**src/rtl/sd_serializer_var.sv**
```systemverilog
// sd_serializer_var: splits one wide input word into a per-word number of
// narrow output beats on valid/ready streams. Any integer ratio, selectable
// beat order, end-of-packet propagation and zero-bubble back-to-back words.
module sd_serializer_var #(
    parameter int INPUT_WIDTH  = 64,
    parameter int OUTPUT_WIDTH = 8,
    parameter int MSB_FIRST    = 0,
    localparam int N_PART      = INPUT_WIDTH / OUTPUT_WIDTH,
    localparam int LEN_W       = $clog2(N_PART + 1)
) (
    input  logic                    clk,
    input  logic                    rstn,
    input  logic                    s_valid,
    input  logic [INPUT_WIDTH-1:0]  s_data,
    input  logic [LEN_W-1:0]        s_len,
    input  logic                    s_last,
    output logic                    s_ready,
    output logic                    d_valid,
    output logic [OUTPUT_WIDTH-1:0] d_data,
    output logic                    d_eow,
    output logic                    d_last,
    input  logic                    d_ready,
    output logic                    busy
);

    localparam int CNT_W = (N_PART > 1) ? $clog2(N_PART) : 1;

    localparam logic [LEN_W-1:0] N_PART_L  = LEN_W'(N_PART);
    localparam logic [LEN_W:0]   N_PART_X  = (LEN_W + 1)'(N_PART);
    localparam logic [CNT_W-1:0] LAST_PART = CNT_W'(N_PART - 1);

    localparam logic [0:0] ST_EMPTY = 1'b0;
    localparam logic [0:0] ST_SER   = 1'b1;

    logic [0:0]                          state_q;
    logic [N_PART-1:0][OUTPUT_WIDTH-1:0] held_q;
    logic [LEN_W-1:0]                    len_q;
    logic                                last_q;
    logic [CNT_W-1:0]                    cnt_q;

    logic                                in_ser;
    logic                                eow;
    logic                                accept;
    logic [LEN_W:0]                      len_ext;
    logic [LEN_W-1:0]                    len_clamped;
    logic [CNT_W-1:0]                    idx;

    // Beat selection, final-beat detection and the handshake decode; s_ready
    // depends on d_ready and held state only, never on s_valid
    always_comb begin
        in_ser      = (state_q == ST_SER);
        len_ext     = {1'b0, s_len};
        len_clamped = s_len;
        if (s_len == '0 || len_ext > N_PART_X) begin
            len_clamped = N_PART_L;
        end
        idx         = (MSB_FIRST != 0) ? (LAST_PART - cnt_q) : cnt_q;
        eow         = in_ser && (LEN_W'(cnt_q) == (len_q - LEN_W'(1)));
        s_ready     = !in_ser || (d_ready && eow);
        accept      = s_valid && s_ready;
        d_valid     = in_ser;
        d_eow       = eow;
        d_last      = eow && last_q;
        busy        = in_ser;
        d_data      = in_ser ? held_q[idx] : '0;
    end

    // Holding register, part counter and the two-state control; a capture
    // on the final-beat handoff keeps the block in ST_SER with no bubble
    always_ff @(posedge clk) begin
        if (!rstn) begin
            state_q <= ST_EMPTY;
            held_q  <= '0;
            len_q   <= N_PART_L;
            last_q  <= 1'b0;
            cnt_q   <= '0;
        end else if (accept) begin
            state_q <= ST_SER;
            held_q  <= s_data;
            len_q   <= len_clamped;
            last_q  <= s_last;
            cnt_q   <= '0;
        end else if (in_ser && d_ready) begin
            if (eow) begin
                state_q <= ST_EMPTY;
                cnt_q   <= '0;
            end else begin
                cnt_q   <= cnt_q + CNT_W'(1);
            end
        end
    end

`ifndef SYNTHESIS
    // Simulation-only sanity: the ratio must give at least two parts and the
    // counter must never point past the effective length of the held word
    always_ff @(posedge clk) begin
        assert (N_PART >= 2)
            else $error("sd_serializer_var: N_PART must be at least 2");
        if (rstn && in_ser) begin
            assert (LEN_W'(cnt_q) < len_q)
                else $error("sd_serializer_var: part counter beyond word length");
        end
    end
`endif

endmodule

```
**config.mk**
```make
export PLATFORM = sky130hd
export DESIGN_NAME = sd_serializer_var
export DESIGN_NICKNAME = d
export VERILOG_FILES = /design/src/rtl/sd_serializer_var.sv
export SDC_FILE = /design/constraint.sdc
export NUM_CORES = 1
export LEC_CHECK = 0
export CAP_MARGIN = 10
export CORE_ASPECT_RATIO = 0.75
export CORE_UTILIZATION = 45
export DETAILED_ROUTE_END_ITERATION = 7
export GPL_ROUTABILITY_DRIVEN = 0
export PLACE_DENSITY = 0.88
export SLEW_MARGIN = 20
export SYNTH_ARGS = -nofsm -noshare
export SYNTH_HDL_FRONTEND = slang
export SYNTH_SLANG_ARGS = --single-unit
```
**constraint.sdc**
```tcl
create_clock -name clk -period 1.86 [get_ports clk]
set_input_delay 0.372 -clock clk [delete_from_list [all_inputs] [get_ports clk]]
set_output_delay 0.372 -clock clk [all_outputs]
set_load 0.005 [all_outputs]
```
==> flow_summary.json <==
{
  "p_comb_share_pct": 17.1,
  "fin_cells": 584,
  "dp_cells": 559,
  "drt-initial-drc-count": 202,
  "hold_buffers": 0,
  "dr.pass1.iters": 4,
  "port_buffers": 85,
  "grt_overflow": 0,
  "placed_cell_area_um2": 4720,
  "chipWidth_um": 106,
  "core_um2": 7920,
  "std_cell_rows": 28,
  "seq_area_frac_synth_pct": 39.7,
  "tightest_slew_ns": 0.405,
  "drcViolationCount": 0,
  "worstSkewPairLatency_ns": 0.35,
  "vias_per_cell": 5.14,
  "htreeDepth": 3,
  "num_vias": 2999,
  "synth-main-ff-cell": "dfxtp_1",
  "fin_skew_ns": 0.00833,
  "violations": "setup timing",
  "io_pins": 86,
  "cp.arrival_ns": 2.56,
  "yosysMostFrequentCell": "nand2_1",
  "grt_usage_pct": 23.7,
  "switchingPower_w": 0.000922,
  "synthCells": 375,
  "yosys-top-cells-area": "dfxtp_1, mux2i_1, nand2_1",
  "slew_viol_final": 0,
  "synth_edf_count": 0,
  "relSlewSlack_pct": 73.0,
  "root_buffer": "clkbuf_8",
  "ys_types": 28,
  "synth_common_cells": "nand2_1, mux2i_1, dfxtp_1, clkbuf_1, mux4_2",
  "finalSetupViolations": 83,
  "p_leak_nw": 2.05,
  "async_reset_ff_share_pct": 0,
  "cp-end-kind": "register",
  "ctsLongestPathBuffers": 2,
  "period_share_pct": 123,
  "die_y_um": 80.4,
  "clk_pin_slew_ns": 0.08,
  "p_sw_share_pct": 23.7,
  "clock-sinks": 73,
  "grt_pass1_vias": 3168,
  "status": "finished, violations left",
  "hold_viol": 0,
  "post_synth.cell_area_avg_um2": 9.82,
  "crit_type": "reg -> reg",
  "fin_crit_ns": 2.30,
  "syn_nets": 450,
  "internal-power_w": 0.00297,
  "drtAntennaViolNets": 0,
  "drv_cap": 0,
  "rsz0062_at_grt": "yes",
  "netlist_area_um2": 3680,
  "worstPathMaxFanout": 12,
  "layout_setup_ws_ns": -0.437,
  "nNetsFinal": 549,
  "cp.required_ns": 2.12,
  "post-dp-hpwl_um": 6500,
  "pwr-share-clk_pct": 38.9,
  "ys_ff_latch": 73,
  "post-route-cell-area_um2": 5090,
  "drive_gt1_share_pct": 19.8,
  "synthToLayoutAreaGrowth_pct": 38.2,
  "start_kind": "register",
  "wl_um": 9670,
  "wl_per_cell_um": 16.6,
  "synth_warnings": 0,
  "seqPwrFrac_pct": 44.1,
  "grt_first_pass_wirelength_um": 15100,
  "antenna_cells": 0,
  "fillers": 617,
  "power_density_nw_per_um2": 764,
  "dp_slack_ns": -0.444,
  "finalHoldWorstSlack_ns": 0.456,
  "die-area_um2": 8560,
  "fmax_ghz": 0.435,
  "cts_buffers": 9,
  "grt_max_degree": 104,
  "ir_drop_mv": 0.390,
  "setup-tns-final_ns": -28.62,
  "synth_top_area_share_pct": 39.7,
  "yosysTopAreaCell": "dfxtp_1",
  "cts_tree": "built",
  "regArea_um2": 1470,
  "start_util_pct": 46.5,
  "multi_input_area_um2": 1990,
  "hp-class": "in -> reg",
  "antenna_found_initial": 0
}
==> power by group through the flow <==
| stage | registers [W] | clock network [W] | logic (W) |
|---|---|---|---|
| after floorplan | 0.00173 | 0 | 0.000367 |
| after global routing | 0.00172 | 0.00159 | 0.000708 |
| after detailed placement | 0.00175 | 0 | 0.000615 |
| after CTS | 0.00171 | 0.00152 | 0.000647 |
| final | 0.00171 | 0.00151 | 0.000663 |
| after global placement | 0.00174 | 0 | 0.000597 |
==> final timing paths <==
| check | end | start | slack, ns | cells after the start |
|---|---|---|---|---|
| hold reg to reg | held_q[17] | held_q[17] | 0.46 | 2 |
| hold / removal | busy | rstn | 0.46 | 3 |
| setup / recovery | held_q[0] | len_q[1] | -0.44 | 11 |
| setup reg to reg | held_q[0] | len_q[1] | -0.44 | 11 |
==> cells in the final DEF, fill, tap and decap left out, drive strengths merged, types with 2 or more instances in the layout <==
master         instances
mux2i                 77
nor2                  11
inv                    4
nand3                  2
nor3                   5
xnor2                  3
buf                   44
mux4                  16
bufinv                 3
nand2                137
clkbuf                11
nand3b                 3
dfxtp                 73
clkdlybuf4s50         73
ha                     2
clkinv                 3
==> cell type report <==
| cell class | count | share of cell area, % |
|---|---|---|
| timing repair buffer | 118 | 24.3 |
| inverter | 4 | 0.295 |
| multi-input combinational | 268 | 39.2 |
| sequential | 73 | 28.8 |
| tap | 105 | 2.58 |
| clock inverter | 6 | 2.06 |
| clock buffer | 10 | 2.70 |
==> stage by stage <==
stage / total power [W] / util, %
final: 0.00389 / 64.3
after global routing: 0.00402 / 64.3
after CTS: 0.00388 / 63.8
after detailed placement: 0.00236 / 59.6
after global placement: 0.00234 / 59.6
after floorplan: 0.00209 / -
==> routing by layer <==
metal	part of all wire, %	wire [µm]	global-route usage, %	up-vias
li1	-	-	-	1457
met1	42	4070	27.4	1404
met2	49	4710	40.7	109
met3	6.4	618	5.76	29
met4	2.8	275	13.0	0
met5	0	0	0	-
==> registers in the layout, indices dropped and copies added (netlist names) <==
name and cells:
held_q 64, cnt_q 3, last_q 1, busy 1, len_q 4
==> logic make-up after synthesis <==
logic type	after synthesis	synth area share, %
muxes	93	30.7
xor gates and xnor gates	4	1.46
buffers and inverters	34	7.51
and+or+nand+nor	162	18.0
adders and majority gates	2	0.679
AOI/OAI and AO/OA	7	2.00
DFF	73	39.7
==> critical path, cell delays in order, from the launching register on <==
cell and delay [ns]:
dfxtp_2 0.34, inv_2 0.05, ha_4 0.17, xor2_4 0.16
nor4b_4 0.31, buf_4 0.16, o2111ai_4 0.11, buf_6 0.15
a21boi_4 0.15, buf_12 0.18, buf_12 0.17, mux2i_2 0.24
==> repair_timing <==
item / in CTS / in global routing
gates cloned: 2 / 1
resized for setup: 53 / 3
setup endpoints to repair: 83 / 83
pin swaps: 7 / 5
buffers inserted: 6 / 0
Note: power is estimated with default switching activity, not from simulation.
